### src/rtl/param_cpu_core.sv
// param_cpu_core: three-state (FETCH/EXEC/WB) register-machine core with a
// parameterisable datapath width and register-file depth. One instruction
// completes every three cycles while run is held high.
module param_cpu_core #(
  parameter int unsigned DATA_W    = 8,
  parameter int unsigned REG_COUNT = 8
) (
  input  logic              clk,
  input  logic              reset,
  input  logic              run,
  input  logic [31:0]       instr_data,
  output logic [31:0]       pc,
  output logic [DATA_W-1:0] result,
  output logic              result_valid,
  output logic              illegal
);

  localparam int unsigned ADDR_W = (REG_COUNT > 1) ? $clog2(REG_COUNT) : 1;

  localparam logic [7:0] OP_LOADI = 8'h00;
  localparam logic [7:0] OP_ADD   = 8'h01;
  localparam logic [7:0] OP_AND   = 8'h02;
  localparam logic [7:0] OP_OR    = 8'h03;
  localparam logic [7:0] OP_MOV   = 8'h08;
  localparam logic [7:0] OP_SUB   = 8'h09;

  typedef enum logic [1:0] {
    FETCH = 2'd0,
    EXEC  = 2'd1,
    WB    = 2'd2
  } state_t;

  state_t              state;
  logic [31:0]         ir;
  logic                wb_legal;
  logic [DATA_W-1:0]   regs [REG_COUNT];

  logic [7:0]          opcode;
  logic [7:0]          imm;
  logic [ADDR_W-1:0]   dest_idx;
  logic [ADDR_W-1:0]   src1_idx;
  logic [ADDR_W-1:0]   src2_idx;
  logic [DATA_W-1:0]   op_a;
  logic [DATA_W-1:0]   op_b;
  logic [DATA_W-1:0]   alu_val;
  logic                op_legal;

  // Field extraction; register indices keep only the low ADDR_W bits.
  always_comb begin
    opcode   = ir[31:24];
    imm      = ir[7:0];
    dest_idx = ADDR_W'(ir[23:16]);
    src1_idx = ADDR_W'(ir[15:8]);
    src2_idx = ADDR_W'(ir[7:0]);
    op_a     = regs[src1_idx];
    op_b     = regs[src2_idx];
  end

  // ALU and opcode legality decode.
  always_comb begin
    alu_val  = '0;
    op_legal = 1'b1;
    case (opcode)
      OP_LOADI: alu_val[7:0] = imm;
      OP_ADD:   alu_val = op_a + op_b;
      OP_AND:   alu_val = op_a & op_b;
      OP_OR:    alu_val = op_a | op_b;
      OP_MOV:   alu_val = op_b;
      OP_SUB:   alu_val = op_a - op_b;
      default:  op_legal = 1'b0;
    endcase
  end

  // Control FSM with registered outputs: result and result_valid are loaded
  // on the EXEC->WB edge so the pulse coincides with the WB cycle.
  always_ff @(posedge clk or posedge reset) begin
    if (reset) begin
      state        <= FETCH;
      ir           <= '0;
      pc           <= '0;
      result       <= '0;
      result_valid <= 1'b0;
      illegal      <= 1'b0;
      wb_legal     <= 1'b0;
    end else begin
      case (state)
        FETCH: begin
          result_valid <= 1'b0;
          if (run) begin
            ir    <= instr_data;
            state <= EXEC;
          end
        end
        EXEC: begin
          wb_legal     <= op_legal;
          result_valid <= op_legal;
          if (op_legal) begin
            result <= alu_val;
          end
          state <= WB;
        end
        WB: begin
          result_valid <= 1'b0;
          if (!wb_legal) begin
            illegal <= 1'b1;
          end
          pc    <= pc + 32'd4;
          state <= FETCH;
        end
        default: begin
          result_valid <= 1'b0;
          state        <= FETCH;
        end
      endcase
    end
  end

  // Register file write-back; the write lands on the edge that leaves WB.
  always_ff @(posedge clk or posedge reset) begin
    if (reset) begin
      for (int unsigned i = 0; i < REG_COUNT; i++) begin
        regs[i] <= '0;
      end
    end else if (state == WB && wb_legal) begin
      regs[dest_idx] <= result;
    end
  end

endmodule

### config.mk
export PLATFORM = sky130hd
export DESIGN_NAME = param_cpu_core
export DESIGN_NICKNAME = d
export VERILOG_FILES = /design/src/rtl/param_cpu_core.sv
export SDC_FILE = /design/constraint.sdc
export NUM_CORES = 1
export LEC_CHECK = 0
export CORE_ASPECT_RATIO = 1.5
export CORE_MARGIN = 8
export CORE_UTILIZATION = 45
export CTS_CLUSTER_SIZE = 12
export DETAILED_ROUTE_END_ITERATION = 8
export GPL_TIMING_DRIVEN = 0
export PLACE_DENSITY = 0.66
export SLEW_MARGIN = 20
export SYNTH_ARGS = -nofsm -noshare
export SYNTH_HDL_FRONTEND = slang
export SYNTH_SLANG_ARGS = --single-unit
export TNS_END_PERCENT = 30
### constraint.sdc
create_clock -name clk -period 8.47 [get_ports clk]
set_input_delay 1.2705 -clock clk [delete_from_list [all_inputs] [get_ports clk]]
set_output_delay 1.2705 -clock clk [all_outputs]
set_load 0.005 [all_outputs]
; ---- Yosys cells after proc, flatten, opt, wreduce, memory -nomap -nowiden
; Index checks and enable logic that the tools add are counted.
[op_classes]
n_mux = 14
reduce_logical = 8
n_addsub = 3
n_eq_ne = 8
order_cmp = 4
bitwise = 6
[ops]
columns = operator, count
row1 = $bwmux 64, 1
row2 = $bmux 8 s3, 2
row3 = $pmux 8 s6, 1
row4 = $mux 8, 5
row5 = $add 32x3->32 const B, 1
row6 = $demux 8 s3, 1
row7 = $eq 8x2->1 const B, 2
row8 = $eq 8x4->1 const B, 2
row9 = $ge 4x4->1 const B, 3
row10 = $not 3->4, 3
row11 = $add 8x8->8, 1
row12 = $and 8x8->8, 1
row13 = $eq 8x1->1 const B, 1
row14 = $logic_not 8->1, 1
row15 = $or 8x8->8, 1
row16 = $sub 8x8->8, 1
row17 = $reduce_and 2->1, 3
row18 = $reduce_or 6->1, 1
row19 = $lt 4x1->1 const B, 1
row20 = $pmux 2 s2, 1
row21 = $eq 2x1->1 const B, 1
row22 = $eq 2x2->1 const B, 1
row23 = $logic_and 1x1->1, 2
row24 = $logic_not 2->1, 1
row25 = 4 further kinds, 5
[word_totals]
wordCells = 58
out_inout_bits = 42
input_bits = 35
regBits = 141

; ---- Depth between registers and ports, before layout
; Gate-level depths: netlist (run 1).
[logic_depth]
word_depth = 6
mapped_depth = 18
mapped_depth_nobuf = 16

; ---- Worst setup path before layout (run 1)
; Ideal clock, no wire load.
[synth_timing]
path_kind = flip-flop to flip-flop
start = register ir[1]
end = register result[7]
slack_ns = 4.907
path_stages_with_launch = 19
t_required_ns = 8.333
period_less_slack_ns = 3.563
t_arrival_ns = 3.426
n_path_buf = 2
setup_ns = 0.137
path_cell_list = dfrtp_1 > buf_4 > buf_4 > mux2i_1 > a22oi_1 > and2_1 > inv_1 > ha_1 > nand2_1 > o21ai_1 > inv_1 > ha_1 > nor2b_1 > o21ai_1 > a21oi_1 > o41ai_1 > and4b_1 > a2111oi_1 > o21ai_1
[synth_between]
elab_chain_len = 6
elab_cells_between_ends = 9
cone_classes = add/sub: 2 / mux: 4 / bitwise: 3
[synth_lines]
columns = element, line_no
row1 = "start, declared", 34  ; logic [31:0] ir;
row2 = "start signal, assigned", 90  ; ir <= instr_data;
row3 = $not 3->4 (not written as such) (*), 56  ; op_b = regs[src2_idx];
row4 = $bmux 8 s3 (*), 56
row5 = $mux 8 (not written as such) (*) (2 in series), 56
row6 = $sub 8x8->8 (tied with other cells), 69  ; OP_SUB: alu_val = op_a - op_b;
row7 = $pmux 8 s6 (*), 63  ; case (opcode)
row8 = "end signal, assigned", 98  ; result <= alu_val;
row9 = "end, declared", 13  ; output logic [DATA_W-1:0] result,
; Mark *: on every way between the ends. The rest lies on a longest branch, timed or not. The select of a mux whose other input is x is not followed.
; A chain may end at the register's enable or synchronous reset.

; ---- Worst setup path after layout (run 1)
[layout_timing]
start = register ir[0]
end = register result[7]
; Same word-level chain as after synthesis.

==> results of run 1 <==
-- per-stage QoR --
stage                     util, %  hold WS (ps)  worst slack, ps
after floorplan                 -           451             3760
final                        56.2           481             4110
after global placement       51.7           463             2000
after global routing         56.2           499             3780
after CTS                    56.2           493             4100
after detailed placement     52.0           470             4100
-- cell usage after synthesis (2+ instances only) --
cell      count  area share, %
mux4_2       19            6.3
o21ai_1       6           0.44
buf_4         5           0.55
nor3b_1       2           0.22
ha_1         11            2.0
mux2_1        8            1.3
inv_1        15           0.83
mux2_2       82             14
nand2b_1      2           0.18
nand3b_1      4           0.44
a222oi_1      2           0.29
buf_1         3           0.17
xor2_1       14            1.8
buf_2         3           0.22
a22oi_1      13            1.4
buf_6         2           0.33
nor4b_1       2           0.26
nand4_1       7           0.64
mux2i_1      26            3.8
nor2_1       34            1.9
nand3_1      12           0.88
nor3b_2       2           0.37
and2_1        4           0.37
nor4_1        2           0.18
nand2_1      35            1.9
o21ai_0      11           0.81
nor2b_1       5           0.46
maj3_1        5           0.73
dfrtp_1     129             47
or3_1         3           0.28
a21oi_1       7           0.51
a31oi_1       3           0.28
nor3_1        3           0.22
o21a_1        2           0.22
a221oi_1      6           0.77
and3_1        6           0.55
xnor2_1      24            3.1
clkbuf_1      7           0.39
-- layout make-up --
cell class,instances,area [um^2]
Buffer,20,113
Clock buffer,20,437
Clock inverter,12,184
Fill cell,1232,6550
Inverter,17,71.3
Multi-Input combinational cell,387,3430
Sequential cell,129,3230
Tap cell,199,249
Timing Repair Buffer,66,676
-- cell families (layout without fill, tap and decap cells) --
| group | count (synthesis) | in the layout |
|---|---|---|
| fa+ha+maj | 17 | 17 |
| xor+xnor | 38 | 38 |
| mux | 137 | 137 |
| buf+inv | 37 | 135 |
| simple gates | 131 | 131 |
| compound gates | 62 | 62 |
| other cells | 1 | 2 |
| flops | 129 | 129 |
-- flip-flops by register name (all words and copies together) (netlist names) --
signal / flops
regs: 64
pc: 30
ir: 22
result: 8
state: 2
illegal: 1
result_valid: 1
wb_legal: 1
-- per-layer routing --
metal | vias up | part of all wire (%) | wire, um
li1 | 2198 | - | -
met1 | 2438 | 40 | 7000
met2 | 138 | 52 | 9160
met3 | 35 | 4.8 | 846
met4 | 0 | 3.3 | 582
met5 | - | 0 | 0
-- path summary, 6_finish.rpt --
path / endpoint / slack, ps / startpoint
max: result[7] / 4110 / ir[0]
min: illegal / 480 / illegal
max reg2reg: result[7] / 4110 / ir[0]
min reg2reg: illegal / 480 / illegal
max in group asynchronous: result[7] / 6500 / reset
min in group asynchronous: pc[29] / 1270 / reset
-- worst reg2reg max path, cell delays in order, from the launching register on --
cell       delay, ps
dfrtp_1          370
buf_6            150
nor2_1           710
a22oi_1          250
and2_1           250
inv_1            100
ha_1             240
nand2_1           60
o21ai_1          100
inv_1             70
ha_1             210
nor2b_1          140
o21ai_1          190
a21oi_1          120
o41ai_1          590
and4b_1          280
a2111oi_1        290
o21ai_1          110
-- power groups by stage --
stage	Combinational, mW	Sequential, mW	Clock, mW
6_report	0.580	0.769	0.769
2_1_floorplan	0.401	0.754	0
5_1_grt	0.637	0.781	0.805
4_1_cts	0.584	0.768	0.781
3_3_place_gp	0.564	0.774	0
3_5_place_dp	0.580	0.778	0
==> out/qor.yml, run 1 <==
synthesis:
  syn_area_per_cell_um2: 12.4
  synth_seq_area_share_pct: 47.3
  synthArstFlopShare_pct: 100
  synth_compound_area_share_pct: 6.36
  syn_area_mm2: 0.00682
  synth_warnings: 0
  netlist_instances: 552
  synth_top_family_by_area: "multiplexers"
  synthAdderAreaFrac_pct: 3.04
  synth-xor-area-share_pct: 4.88
  ys_ff_latch: 129
  synth-edff-count: 0
  synth.mux.area_fraction_pct: 25.6
  yosys.cell_types.count: 64
  yosys.area_share.simple_pct: 10.2
  yosys_most_used_dff: "dfrtp_1"
min_path:
  hold_path.class: "register to register"
  hold_depth: 1
worst_setup_path:
  cp.required_ps: 8760
  cpPeakStageDelay_ps: 700
  timing.critical_path.buf_inv: 3
  cp_slowest_cell: "nor2_1"
  crit_fanout: 10
  crit_path_end_kind: "register"
  critPathTopFamily: "compound AO/OA/AOI/OAI gates"
  path_cells: "buf_6 > nor2_1 > a22oi_1 > and2_1 > inv_1 > ha_1 > nand2_1 > o21ai_1 > inv_1 > ha_1 > nor2b_1 > o21ai_1 > a21oi_1 > o41ai_1 > and4b_1 > a2111oi_1 > o21ai_1"
  r2r_cells: 17
  path_depth: 17
  setup.worst_path.start_class: "register"
  arrival_ps: 4650
  critPathKind: "register to register"
  crit_top_cell: "o21ai_1"
detailed_routing:
  ant_nets: 0
  drc: 0
  drtIter0Drc: 324
  first_pass_iters: 5
  via_count: 4809
  vias_per_cell: 5.66
  detail_route.wl_per_cell_um: 20.7
  drt-total-wl_um: 17600
run:
  drv_cap: 0
cts:
  cts_sinks: 129
  clockBufferDepth: 2
  cts_hold_buf: 0
  ctsResizeCount: 0
  post_cts.repair.setup_buffers: 0
  cts_tree: "yes"
  cts_made_buffers: 17
  clkLatencyLatePin_ps: 420
  clk_pin_slew_worst_paths_ps: 60
  htreeDepth: 4
  cts-root-buf: "clkbuf_16"
sta:
  slew_headroom_pct: 26.2
  finalSetupViolations: 0
  fin_crit_ps: 4360
  worst_pin_slew_ps: 1100
  drv_slew: 0
  rsz0062_at_grt: "no"
  period_share_pct: 51.5
  setup_tns_ps: 0
  finalClockSkew_ps: 10.2
  finalHoldViolCount: 0
  fmax_ghz: 0.229
die:
  core_mm2: 0.0149
  start_util_pct: 45.7
  row_count: 55
  die_y_um: 167
  fp.dieArea_mm2: 0.0194
  fp.dieW_um: 117
  ioPinCount: 77
grt:
  antenna_found_initial: 0
  grt_start_max_net_pins: 74
  use_met3_pct: 4.63
  use_met1_pct: 22.2
  grt.busiest_layer: "met2"
  gr-total-overflow: 0
  grt_pass1_wl_um: 28100
  track_usage_pct: 19.1
  first_global_vias: 5058
  use_met2_pct: 32.4
power:
  clockPowerShare_pct: 36.3
  peakVddDrop_uv: 184
  p_leak_nw: 3.75
  p_per_area_mw_per_mm2: 252
  p_int_mw: 1.46
  comb_power_share_pct: 27.4
  swShare_pct: 31.3
  seqPwrFrac_pct: 36.3
  p_total_mw: 2.12
  p_sw_mw: 0.662
place:
  dp_cells: 818
  port_buffers: 64
  place_congestion: 0.933
  hpwl_um: 12600
  dpl-instance-area_mm2: 0.00777
final_layout:
  final-instance-count-excl-fill: 850
  drive_above_1_share_pct: 24.3
  layout_common_cells: "dfrtp_1, mux2_2, clkdlybuf4s50_1"
  fin_nets: 685
  areaGrowthSynthToFinish_pct: 23.0
  design_area_mm2: 0.00839
  mostFrequentLayoutCell: "dfrtp_1"
  num_antenna_cells: 0
status:
  status: "completed"
Power figures use the tool's default switching activity.
==> run 2, diff against run 1 <==
- PLACE_DENSITY: 0.66 -> 0.69
- clock period: 8.47 -> 3.5 ns (I/O delays scaled with it)
==> run 2 against run 1 <==
  * Die area stayed put
  * Global-route usage rose by 1.2 points
  * Setup slack lost 4000 ps
  * Worst hold slack got worse by 19 ps
  * Fmax grew 27%
  * Register-to-register slack lost 4000 ps
  * Final cell count increased by 2.9%
  * Largest power group unchanged
  * Combinational power increased to 3.0 times the previous value
==> out/qor.yml, run 2 (synthesis gave the netlist of run 1 again) <==
detailed_routing:
  drt-total-wl_um: 18800  # was 17,600 um
  detail_route.wl_per_cell_um: 21.5  # was 20.7 um
  first_pass_iters: 5  # unchanged
  ant_nets: 0  # unchanged
  vias_per_cell: 5.79  # was 5.66
  drtIter0Drc: 304  # was 324
  drc: 0  # unchanged
  via_count: 5065  # was 4,809
power:
  p_leak_nw: 3.95  # was 3.75 nW
  peakVddDrop_uv: 412  # was 184 uV
  p_per_area_mw_per_mm2: 625  # was 252 mW/mm^2
final_layout:
  mostFrequentLayoutCell: "dfrtp_1"  # unchanged
  largest_reg_flops: 64  # unchanged
  largest_registers: "regs: 64 flops, pc: 30 flops, ir: 22 flops"  # unchanged
  num_antenna_cells: 0  # unchanged
  areaGrowthSynthToFinish_pct: 29.4  # was 23.0%
  drive_above_1_share_pct: 32.2  # was 24.3%
  design_area_mm2: 0.00883  # was 0.00839 mm^2
  layout_common_cells: "dfrtp_1, mux2_2, clkdlybuf4s50_1"  # unchanged
  final_util_pct: 59.1  # was 56.2%
  largest-register: "regs"  # unchanged
  final-instance-count-excl-fill: 875  # was 850
  fin_nets: 710  # was 685
sta:
  setup_tns_ps: 0  # unchanged
  drv_slew: 0  # unchanged
  finalClockSkew_ps: 8.86  # was 10.2 ps
  hold_slack_ps: 462  # was 481 ps
  period_share_pct: 97.9  # was 51.5%
  finalHoldViolCount: 0  # unchanged
  finalSetupViolations: 0  # unchanged
  rsz0062_at_grt: "yes"  # was no
  worst_pin_slew_ps: 1140  # was 1100 ps
  fin_crit_ps: 3430  # was 4360 ps
  fmax_ghz: 0.292  # was 0.229 GHz
  slew_headroom_pct: 24.0  # was 26.2%
place:
  port_buffers: 64  # unchanged
  dpl-instance-area_mm2: 0.00782  # was 0.00777 mm^2
  dp_cells: 821  # was 818
  place_congestion: 0.928  # was 0.933
  hpwl_um: 12800  # was 12,600 um
die:
  fp.dieW_um: 117  # unchanged
  ioPinCount: 77  # unchanged
  start_util_pct: 45.7  # unchanged
  fp.dieArea_mm2: 0.0194  # unchanged
  core_mm2: 0.0149  # unchanged
  die_y_um: 167  # unchanged
  row_count: 55  # unchanged
status:
  status: "completed"  # unchanged
worst_setup_path:
  cpPeakStageDelay_ps: 500  # was 700 ps
  reg2reg_slack_ps: 70  # was 4110 ps
  setup.worst_path.start_class: "register"  # unchanged
  r2r-start: "ir[0]"  # unchanged
  arrival_ps: 3710  # was 4650 ps
  rr_endpoint: "result[7]"  # unchanged
  r2r_cells: 15  # was 17
  timing.critical_path.buf_inv: 2  # was 3
  cp_slowest_cell: "mux4_2"  # was nor2_1
  cp.required_ps: 3790  # was 8760 ps
  path_cells: "buf_6 > mux4_2 > mux2_4 > a21oi_4 > a21oi_1 > nor2_1 > xor2_1 > ha_2 > nor3_1 > nor2_1 > o41ai_4 > buf_4 > nor4b_4 > a2111oi_2 > o21ai_1"  # was buf_6 > nor2_1 > a22oi_1 > and2_1 > inv_1 > ha_1 > nand2_1 > o21ai_1 > inv_1 > ha_1 > nor2b_1 > o21ai_1 > a21oi_1 > o41ai_1 > and4b_1 > a2111oi_1 > o21ai_1
  critPathTopFamily: "multiplexers"  # was compound AO/OA/AOI/OAI gates
  critPathKind: "register to register"  # unchanged
  path_depth: 15  # was 17
  crit_fanout: 5  # was 10
  crit_path_end_kind: "register"  # unchanged
  crit_top_cell: "nor2_1"  # was o21ai_1
grt:
  grt_pass1_wl_um: 29800  # was 28,100 um
  gr-total-overflow: 0  # unchanged
  track_usage_pct: 20.3  # was 19.1%
  grt_start_max_net_pins: 36  # was 74
  antenna_found_initial: 0  # unchanged
  first_global_vias: 5381  # was 5,058
cts:
  cts_made_buffers: 17  # unchanged
  clkLatencyLatePin_ps: 420  # about the same
  cts-root-buf: "clkbuf_16"  # unchanged
  cts_hold_buf: 0  # unchanged
  htreeDepth: 4  # unchanged
  clockBufferDepth: 2  # unchanged
  cts_sinks: 129  # unchanged
  cts_tree: "yes"  # unchanged
  clk_pin_slew_worst_paths_ps: 60  # about the same
run:
  drv_cap: 0  # unchanged
min_path:
  hold_path.class: "primary input to asynchronous set/reset pin"  # was register to register
[run 2: cell count changes in the layout (fill, tap and decap cells not counted), sizes merged]
cell and change:
buf +27, clkbuf -5, clkinv +2, inv +2, clkinvlp -1
[run 2: metal layers]
metal | GRT usage [%] | vias to the layer above | share of wire (%)
met5 | 0 | - | 0
li1 | - | 2247 | -
met2 | 34.6 | 177 | 52
met4 | 10.2 | 0 | 4.4
met3 | 3.19 | 61 | 4.6
met1 | 24.0 | 2580 | 39
[run 2: final cells by class]
cell class | instances | area [um^2]
plain buffers | 17 | 143
clock inverters | 15 | 205
fillers | 1219 | 6100
clock buffers | 17 | 425
repair buffers | 94 | 927
flip-flops and latches | 129 | 3230
well taps | 199 | 249
inverters | 17 | 67.6
multi-input cells | 387 | 3580
[run 2: worst max path at each step]
stage / start / end / slack [ps]
after floorplan: ir[1] / result[7] / -60
after global placement: ir[0] / result[7] / -670
after detailed placement: ir[9] / result[7] / -750
after CTS: ir[0] / result[7] / 20
after global routing: ir[1] / result[7] / -90
final: ir[0] / result[7] / 70
[run 2: repair_timing]
action                     CTS  global route
setup buffers               16             9
pin swaps                   12            14
setup endpoints to repair    5             2
resized for setup           38            17
cloned                       1             0
[run 2: through the flow]
| stage | total power [mW] | setup WS [ps] |
|---|---|---|
| CTS | 5.39 | 16.3 |
| global route | 5.75 | -86.5 |
| detailed placement | 3.29 | -745 |
| global placement | 3.23 | -666 |
| floorplan | 2.80 | -63.4 |
| finish | 5.52 | 73.4 |
[run 2: where the power goes]
| part | total [mW] | switching, mW | internal, mW |
|---|---|---|---|
| clock network | 1.89 | 0.693 | 1.20 |
| logic | 1.73 | 0.845 | 0.886 |
| registers | 1.89 | 0.235 | 1.66 |
